**src/rtl/avalon_dmi_bridge.sv**
```systemverilog
// Avalon-MM slave to RISC-V DMI bridge with local control/status registers,
// byte-enable read-modify-write and a DMI response timeout with late-response drain.
module avalon_dmi_bridge #(
  parameter int AVL_ADDR_W     = 10,
  parameter int DMI_ADDR_W     = 7,
  parameter int NUM_CTRL_REGS  = 1,
  parameter int TIMEOUT_CYCLES = 1024,
  parameter bit RMW_EN         = 1'b1
) (
  input  logic                        clk_i,
  input  logic                        rst_ni,
  input  logic [AVL_ADDR_W-1:0]       avalon_s_address,
  input  logic [31:0]                 avalon_s_writedata,
  input  logic [3:0]                  avalon_s_byteenable,
  input  logic                        avalon_s_write,
  input  logic                        avalon_s_read,
  input  logic                        avalon_s_chipselect,
  output logic                        avalon_s_waitrequest_n,
  output logic [31:0]                 avalon_s_readdata,
  output logic [1:0]                  avalon_s_response,
  output logic                        avalon_s_readdatavalid,
  output logic                        avalon_s_writeresponsevalid,
  output logic                        dmi_req_valid_o,
  input  logic                        dmi_req_ready_i,
  output logic [DMI_ADDR_W-1:0]       dmi_req_addr_o,
  output logic [1:0]                  dmi_req_op_o,
  output logic [31:0]                 dmi_req_data_o,
  input  logic                        dmi_resp_valid_i,
  output logic                        dmi_resp_ready_o,
  input  logic [31:0]                 dmi_resp_data_i,
  input  logic [1:0]                  dmi_resp_resp_i,
  output logic [32*NUM_CTRL_REGS-1:0] ctrl_o
);

  // state      | meaning
  // S_IDLE     | ready for a new Avalon command (only state with waitrequest_n=1)
  // S_REQ      | DMI request presented (read, full write or merged RMW write)
  // S_WAIT     | waiting for the DMI response of S_REQ
  // S_RMW_REQ  | DMI read presented to fetch the word for a partial write
  // S_RMW_WAIT | waiting for the RMW read data, then merge
  // S_RESP     | one-cycle Avalon response pulse
  typedef enum logic [2:0] {
    S_IDLE, S_REQ, S_WAIT, S_RMW_REQ, S_RMW_WAIT, S_RESP
  } state_t;

  localparam logic [1:0] RESP_OKAY   = 2'b00;
  localparam logic [1:0] RESP_SLVERR = 2'b10;
  localparam logic [1:0] RESP_DECERR = 2'b11;
  localparam logic [1:0] OP_RD       = 2'd1;
  localparam logic [1:0] OP_WR       = 2'd2;

  localparam int              LIDX_W   = AVL_ADDR_W - 3;
  localparam logic [LIDX_W-1:0] NCR    = LIDX_W'(NUM_CTRL_REGS);
  localparam int              TMR_W    = (TIMEOUT_CYCLES > 0) ? $clog2(TIMEOUT_CYCLES + 1) : 1;
  localparam logic [TMR_W-1:0] TMR_LOAD = TMR_W'(TIMEOUT_CYCLES);

  state_t r_state, w_state_nx;

  logic [TMR_W-1:0]                r_tmr;
  logic                            r_is_wr;
  logic [31:0]                     r_wdata;
  logic [3:0]                      r_be;
  logic [DMI_ADDR_W-1:0]           r_req_addr;
  logic [1:0]                      r_req_op;
  logic [31:0]                     r_req_data;
  logic [31:0]                     r_rdata;
  logic [1:0]                      r_resp;
  logic                            r_st_tmo;
  logic                            r_st_derr;
  logic                            r_drain;
  logic [7:0]                      r_err_cnt;
  logic [NUM_CTRL_REGS-1:0][31:0]  r_ctrl;

  logic                w_cmd;
  logic                w_local;
  logic                w_dmi_dec_err;
  logic [LIDX_W-1:0]   w_lidx;
  logic                w_is_ctrl;
  logic                w_is_stat;
  logic                w_loc_err;
  logic                w_full_wr;
  logic                w_tmo;
  logic [31:0]         w_ctrl_rd;
  logic [31:0]         w_status;
  logic [31:0]         w_merged;
  logic                w_unused;

  logic                w_waitreq_n;
  logic                w_accept;
  logic                w_enter_resp;
  logic [1:0]          w_resp_code;
  logic                w_rdata_ld;
  logic [31:0]         w_rdata_nx;
  logic                w_tmo_hit;
  logic                w_drain_set;
  logic                w_dmi_err;
  logic                w_merge;
  logic                w_dmi_start;
  logic                w_ctrl_wr;
  logic                w_stat_wr;

  assign w_unused = ^avalon_s_address[1:0];

  assign w_cmd         = avalon_s_chipselect & (avalon_s_read | avalon_s_write);
  assign w_local       = avalon_s_address[AVL_ADDR_W-1];
  assign w_dmi_dec_err = ~w_local & (|(avalon_s_address[AVL_ADDR_W-2:0] >> (DMI_ADDR_W + 2)));
  assign w_lidx        = avalon_s_address[AVL_ADDR_W-2:2];
  assign w_is_ctrl     = w_local & (w_lidx < NCR);
  assign w_is_stat     = w_local & (w_lidx == NCR);
  assign w_loc_err     = w_local & ~w_is_ctrl & ~w_is_stat;
  assign w_full_wr     = avalon_s_write & (avalon_s_byteenable == 4'hF);
  assign w_tmo         = (TIMEOUT_CYCLES != 0) && (r_tmr == '0);

  assign w_status = {16'h0, r_err_cnt, 5'h0, r_drain, r_st_derr, r_st_tmo};

  always_comb begin
    w_ctrl_rd = '0;
    for (int k = 0; k < NUM_CTRL_REGS; k++) begin
      if (w_lidx == LIDX_W'(k)) w_ctrl_rd = r_ctrl[k];
    end
  end

  always_comb begin
    w_merged = '0;
    for (int b = 0; b < 4; b++) begin
      w_merged[8*b +: 8] = r_be[b] ? r_wdata[8*b +: 8] : dmi_resp_data_i[8*b +: 8];
    end
  end

  always_ff @(posedge clk_i or negedge rst_ni) begin
    if (!rst_ni) r_state <= S_IDLE;
    else         r_state <= w_state_nx;
  end

  always_comb begin
    w_state_nx   = r_state;
    w_waitreq_n  = 1'b0;
    w_accept     = 1'b0;
    w_enter_resp = 1'b0;
    w_resp_code  = RESP_OKAY;
    w_rdata_ld   = 1'b0;
    w_rdata_nx   = '0;
    w_tmo_hit    = 1'b0;
    w_drain_set  = 1'b0;
    w_dmi_err    = 1'b0;
    w_merge      = 1'b0;
    w_dmi_start  = 1'b0;
    w_ctrl_wr    = 1'b0;
    w_stat_wr    = 1'b0;
    case (r_state)
      S_IDLE: begin
        // DMI-window commands stall while a timed-out response is still owed
        w_waitreq_n = ~(r_drain & w_cmd & ~w_local);
        if (w_cmd && w_waitreq_n) begin
          w_accept = 1'b1;
          if (w_loc_err || w_dmi_dec_err) begin
            w_state_nx   = S_RESP;
            w_enter_resp = 1'b1;
            w_resp_code  = RESP_DECERR;
            w_rdata_ld   = ~avalon_s_write;
          end else if (w_local) begin
            w_state_nx   = S_RESP;
            w_enter_resp = 1'b1;
            if (!avalon_s_write) begin
              w_rdata_ld = 1'b1;
              w_rdata_nx = w_is_ctrl ? w_ctrl_rd : w_status;
            end else begin
              w_ctrl_wr = w_is_ctrl;
              w_stat_wr = w_is_stat;
            end
          end else if (!avalon_s_write || w_full_wr) begin
            w_state_nx  = S_REQ;
            w_dmi_start = 1'b1;
          end else if (avalon_s_byteenable == 4'h0) begin
            w_state_nx   = S_RESP;
            w_enter_resp = 1'b1;
          end else if (RMW_EN) begin
            w_state_nx  = S_RMW_REQ;
            w_dmi_start = 1'b1;
          end else begin
            w_state_nx   = S_RESP;
            w_enter_resp = 1'b1;
            w_resp_code  = RESP_SLVERR;
          end
        end
      end
      S_REQ, S_RMW_REQ: begin
        if (dmi_req_ready_i) begin
          w_state_nx = (r_state == S_REQ) ? S_WAIT : S_RMW_WAIT;
        end else if (w_tmo) begin
          w_state_nx   = S_RESP;
          w_enter_resp = 1'b1;
          w_resp_code  = RESP_SLVERR;
          w_tmo_hit    = 1'b1;
        end
      end
      S_WAIT: begin
        if (dmi_resp_valid_i) begin
          w_state_nx   = S_RESP;
          w_enter_resp = 1'b1;
          w_dmi_err    = (dmi_resp_resp_i != 2'd0);
          w_resp_code  = w_dmi_err ? RESP_SLVERR : RESP_OKAY;
          w_rdata_ld   = ~r_is_wr;
          w_rdata_nx   = dmi_resp_data_i;
        end else if (w_tmo) begin
          w_state_nx   = S_RESP;
          w_enter_resp = 1'b1;
          w_resp_code  = RESP_SLVERR;
          w_tmo_hit    = 1'b1;
          w_drain_set  = 1'b1;
        end
      end
      S_RMW_WAIT: begin
        if (dmi_resp_valid_i) begin
          if (dmi_resp_resp_i == 2'd0) begin
            w_state_nx = S_REQ;
            w_merge    = 1'b1;
          end else begin
            w_state_nx   = S_RESP;
            w_enter_resp = 1'b1;
            w_resp_code  = RESP_SLVERR;
            w_dmi_err    = 1'b1;
          end
        end else if (w_tmo) begin
          w_state_nx   = S_RESP;
          w_enter_resp = 1'b1;
          w_resp_code  = RESP_SLVERR;
          w_tmo_hit    = 1'b1;
          w_drain_set  = 1'b1;
        end
      end
      S_RESP:  w_state_nx = S_IDLE;
      default: w_state_nx = S_IDLE;
    endcase
  end

  // Timer reloads on every state change, so each REQ/WAIT phase gets a full budget
  always_ff @(posedge clk_i or negedge rst_ni) begin
    if (!rst_ni)                       r_tmr <= '0;
    else if (w_state_nx != r_state)    r_tmr <= TMR_LOAD;
    else if (r_tmr != '0)              r_tmr <= r_tmr - TMR_W'(1);
  end

  always_ff @(posedge clk_i or negedge rst_ni) begin
    if (!rst_ni) begin
      r_is_wr    <= 1'b0;
      r_wdata    <= '0;
      r_be       <= '0;
      r_req_addr <= '0;
      r_req_op   <= '0;
      r_req_data <= '0;
    end else begin
      if (w_accept) begin
        r_is_wr <= avalon_s_write;
        r_wdata <= avalon_s_writedata;
        r_be    <= avalon_s_byteenable;
      end
      if (w_dmi_start) begin
        r_req_addr <= avalon_s_address[DMI_ADDR_W+1:2];
        r_req_op   <= w_full_wr ? OP_WR : OP_RD;
        r_req_data <= w_full_wr ? avalon_s_writedata : '0;
      end else if (w_merge) begin
        r_req_op   <= OP_WR;
        r_req_data <= w_merged;
      end
    end
  end

  always_ff @(posedge clk_i or negedge rst_ni) begin
    if (!rst_ni) begin
      r_rdata <= '0;
      r_resp  <= RESP_OKAY;
    end else begin
      if (w_enter_resp) r_resp  <= w_resp_code;
      if (w_rdata_ld)   r_rdata <= w_rdata_nx;
    end
  end

  always_ff @(posedge clk_i or negedge rst_ni) begin
    if (!rst_ni) begin
      r_st_tmo  <= 1'b0;
      r_st_derr <= 1'b0;
      r_err_cnt <= '0;
    end else begin
      if (w_stat_wr) begin
        if (avalon_s_byteenable[0] && avalon_s_writedata[0]) r_st_tmo  <= 1'b0;
        if (avalon_s_byteenable[0] && avalon_s_writedata[1]) r_st_derr <= 1'b0;
        if (avalon_s_byteenable[1] && avalon_s_writedata[8]) r_err_cnt <= '0;
      end
      if (w_tmo_hit) r_st_tmo  <= 1'b1;
      if (w_dmi_err) r_st_derr <= 1'b1;
      if (w_enter_resp && (w_resp_code != RESP_OKAY) && (r_err_cnt != 8'hFF))
        r_err_cnt <= r_err_cnt + 8'd1;
    end
  end

  // Drain swallows exactly one late response after a WAIT-phase timeout
  always_ff @(posedge clk_i or negedge rst_ni) begin
    if (!rst_ni)                          r_drain <= 1'b0;
    else if (w_drain_set)                 r_drain <= 1'b1;
    else if (r_drain && dmi_resp_valid_i) r_drain <= 1'b0;
  end

  always_ff @(posedge clk_i or negedge rst_ni) begin
    if (!rst_ni) begin
      r_ctrl <= '0;
    end else if (w_ctrl_wr) begin
      for (int k = 0; k < NUM_CTRL_REGS; k++) begin
        if (w_lidx == LIDX_W'(k)) begin
          for (int b = 0; b < 4; b++) begin
            if (avalon_s_byteenable[b]) r_ctrl[k][8*b +: 8] <= avalon_s_writedata[8*b +: 8];
          end
        end
      end
    end
  end

  assign avalon_s_waitrequest_n      = w_waitreq_n;
  assign avalon_s_readdata           = r_rdata;
  assign avalon_s_response           = r_resp;
  assign avalon_s_readdatavalid      = (r_state == S_RESP) & ~r_is_wr;
  assign avalon_s_writeresponsevalid = (r_state == S_RESP) & r_is_wr;
  assign dmi_req_valid_o             = (r_state == S_REQ) | (r_state == S_RMW_REQ);
  assign dmi_req_addr_o              = r_req_addr;
  assign dmi_req_op_o                = r_req_op;
  assign dmi_req_data_o              = r_req_data;
  assign dmi_resp_ready_o            = 1'b1;
  assign ctrl_o                      = r_ctrl;

endmodule

```
**config.mk**
```make
export PLATFORM = sky130hd
export DESIGN_NAME = avalon_dmi_bridge
export DESIGN_NICKNAME = d
export VERILOG_FILES = /design/src/rtl/avalon_dmi_bridge.sv
export SDC_FILE = /design/constraint.sdc
export NUM_CORES = 1
export LEC_CHECK = 0
export CORE_UTILIZATION = 45
export DETAILED_ROUTE_END_ITERATION = 10
export GPL_TIMING_DRIVEN = 0
export PLACE_DENSITY = 0.86
export SETUP_SLACK_MARGIN = 0.02
export SLEW_MARGIN = 15
export SYNTH_ARGS = -nofsm -noshare
export SYNTH_HDL_FRONTEND = slang
export SYNTH_SLANG_ARGS = --single-unit
```
**constraint.sdc**
```tcl
create_clock -name clk_i -period 3.4 [get_ports clk_i]
set_clock_uncertainty 0.15 [all_clocks]
set_input_delay 1.02 -clock clk_i [delete_from_list [all_inputs] [get_ports clk_i]]
set_output_delay 1.02 -clock clk_i [all_outputs]
set_load 0.01 [all_outputs]
```
==> metrics.md <==
| Metric | Value |
|---|---|
| Post-CTS setup buffers | `0` |
| Worst Setup SP | `r_state[1]$_DFF_PN0_` |
| Clock slew at reported path FFs | `70 ps` |
| Worst-path maximum fanout | `10` |
| CP Class | `flip-flop to output port` |
| Dpl cells | `1179` |
| Fin. Hold Viols | `0` |
| Starting Density | `46.6%` |
| PortBufs | `194` |
| Post-synthesis net count | `852` |
| Site row count | `47` |
| RSZ-0062 raised after global routing | `yes` |
| Post-route clock period utilization | `96.3%` |
| Post-synthesis sequential area ratio | `54.2%` |
| Max-cap viol count | `0` |
| Worst Path Required | `2230 ps` |
| Critical path endpoint category | `output port` |
| Min cycle time layout | `3270 ps` |
| DR WL/cell | `19.9 um` |
| Ys async rst share | `100%` |
| Post-synthesis cell type count | `55` |
| 1st-iter DRT viols | `541` |
| Pin slew with the least headroom to its limit | `785 ps` |
| Final setup fails | `0` |
| VDD IR max | `0.507 mV` |
| Cells after Synth | `763` |
| Worst slew margin | `47.1%` |
| First-pass GRT wire length | `38.4 mm` |
| Total track usage | `28.1%` |
| # nets final | `1066` |
| Met3 capacity usage during global routing | `7.04%` |
| Area Growth Syn to Fin | `37.6%` |
| CTS tree | `yes` |
| Largest net degree at the start of global routing | `95` |
| IO Count | `199` |
| EDFF count, synth | `0` |
| Yosys reg bits | `169` |
| Clock share of power | `25.6%` |
| Drt pass-1 iters | `7` |
| Setup TNS | `0 ps` |
| Ys Warns | `0` |
| Non-filler instance count after layout | `1210` |
| Core footprint | `0.0168 mm^2` |
| Pins Over Slew Limit | `0` |
| Layout cells sized above 1 | `11.9%` |
| Crit path DAT | `2100 ps` |
| Post-layout util | `64.1%` |
| Final wirelength | `24.1 mm` |
| Most frequent cells in the layout | `clkdlybuf4s50_1, dfrtp_1, nand2_1` |
| Drt drc | `0` |
| Max frequency | `0.305 GHz` |
| Grt ovf | `0` |
| Clk buf depth | `2` |
| Via-to-Cell Ratio | `5.71` |
| Design Power | `8.12 mW` |
| Worst Hold Launch | `r_wdata[21]$_DFFE_PN0P_` |
| Number of inserted diodes | `0` |
| Flop pwr share | `38.0%` |
| Met1 Use GR | `37.2%` |
| Synth Cell Area | `0.00780 mm^2` |
| Syn Area/Cell | `10.2 um^2` |
| Leak | `4.75 nW` |
| GR Util met2 | `44.6%` |
| Reg-to-reg startpoint | `r_tmr[0]$_DFFE_PN0P_` |
| H-tree depth | `4` |
| Ys flop type | `dfrtp_1` |
| Post-route cell area | `0.0107 mm^2` |
| CTS sink count | `169` |
| Die Width | `134 um` |
| Routability Congestion | `0.897` |
| Status | `finished, final reports clean` |
| Number of global-route vias before repair | `7093` |
| Placed wire-length estimate | `17.2 mm` |
| Fillers | `1348` |
| Switching share of power | `34.3%` |
| Setup crit start kind | `flip-flop` |
| Commonest non-fill, non-tap cell in the layout | `clkdlybuf4s50_1` |
| PwrDens | `756 mW/mm^2` |
| Gr busiest metal | `met2` |
| Dpl cell area | `0.0101 mm^2` |
| Net load switching power | `2.79 mW` |
| Die height | `134 um` |
| CTS Buf Count | `17` |
| Hold Path Class | `flip-flop to flip-flop` |
| Clock latency at the later pin of the worst-skew pair | `430 ps` |
| Die Area | `0.0179 mm^2` |
| CTS Root Cell | `clkbuf_16` |
| Gate power share | `36.4%` |
| Final ANT Viol Nets | `0` |
| Internal | `5.34 mW` |
| Vias | `6915` |
| Antenna violations before repair | `0` |
registers in the layout, summed over array words and instances, names as in the netlist, 2 cells and up:
| register | count |
|---|---|
| dmi_req_addr_o | 7 |
| r_wdata | 32 |
| r_tmr | 11 |
| avalon_s_response | 2 |
| r_err_cnt | 8 |
| avalon_s_readdata | 32 |
| r_state | 3 |
| r_be | 4 |
| ctrl_o | 32 |
| dmi_req_data_o | 32 |
| dmi_req_op_o | 2 |
per-layer routing:
metal / vias to the layer above / routed length (um)
li1: 3132 / -
met3: 46 / 1620
met1: 3443 / 10300
met2: 294 / 11600
met5: - / 0
met4: 0 / 580
through the flow:
step	worst slack [ps]	hold slack, ps
CTS	41.1	330
global placement	-5850	303
floorplan	489	290
global route	15.2	352
detailed placement	-838	313
finish	126	329
final timing paths:
kind / end / slack (ps) / depth (start not counted)
max: avalon_s_writeresponsevalid / 130 / 4
max reg2reg: r_err_cnt[3]$_DFFE_PN0P_ / 460 / 9
min: r_wdata[21]$_DFFE_PN0P_ / 330 / 2
min reg2reg: r_wdata[21]$_DFFE_PN0P_ / 330 / 2
max in group asynchronous: dmi_req_data_o[18]$_DFFE_PN0P_ / 1850 / 2
min in group asynchronous: r_wdata[4]$_DFFE_PN0P_ / 410 / 1
layout make-up:
| type | count | area [um^2] | area share [%] |
|---|---|---|---|
| flip-flops and latches | 169 | 4230 | 39.4 |
| multi-input cells | 537 | 3390 | 31.6 |
| repair buffers | 196 | 1980 | 18.4 |
| clock buffers | 18 | 439 | 4.09 |
| well taps | 220 | 275 | 2.56 |
| plain buffers | 43 | 193 | 1.79 |
| clock inverters | 14 | 184 | 1.71 |
| inverters | 13 | 48.8 | 0.454 |
kinds of logic after synthesis:
family	synth area share, %
AOI/OAI and AO/OA	14.3
xor gates and xnor gates	1.12
and+or+nand+nor	16.3
DFF	54.2
adders and majority gates	0.321
other	0.0480
muxes	10.7
buffers and inverters	3.06
critical path: stages, from the launching register on:
cell and delay, ps:
dfrtp_1 360, buf_2 160, clkbuf_1 220, nor4_1 350
clkdlybuf4s50_1 590
Yosys cell counts (4+ instances only):
cell      count  share of area [%]
dfrtp_1     169                 54
nand2_1     161                7.7
nor2_1       56                2.7
o21ai_0      54                3.5
mux2_2       46                6.6
clkbuf_1     32                1.5
mux2i_1      32                4.1
a221o_1      28                3.6
a22oi_1      21                2.0
a21oi_1      19                1.2
nor3_1       17                1.1
inv_1        13               0.63
nand3_1       9               0.58
xnor2_1       9                1.0
nor4_1        7               0.56
a221oi_1      6               0.67
nand2b_1      6               0.48
o221a_2       6               0.87
buf_2         5               0.32
a21o_1        4               0.38
buf_1         4               0.19
nand2_2       4               0.32
nor3b_1       4               0.38
or3_1         4               0.32
power by group through the flow:
stage / registers, mW / logic, mW / clock network, mW
finish: 3.09 / 2.96 / 2.08
global route: 3.16 / 3.22 / 2.20
CTS: 3.07 / 2.95 / 2.10
detailed placement: 3.09 / 2.94 / 0
global placement: 3.07 / 2.85 / 0
floorplan: 3.16 / 1.49 / 0
what timing repair did:
| item | 4_1_cts | 5_1_grt |
|---|---|---|
| hold buffers | 0 | 0 |
| gates resized for setup | 10 | 7 |
| gates cloned | 0 | 0 |
| pin swaps | 0 | 0 |
| endpoints found under the setup margin | 84 | 38 |
Note: power is estimated with default switching activity, not from simulation.
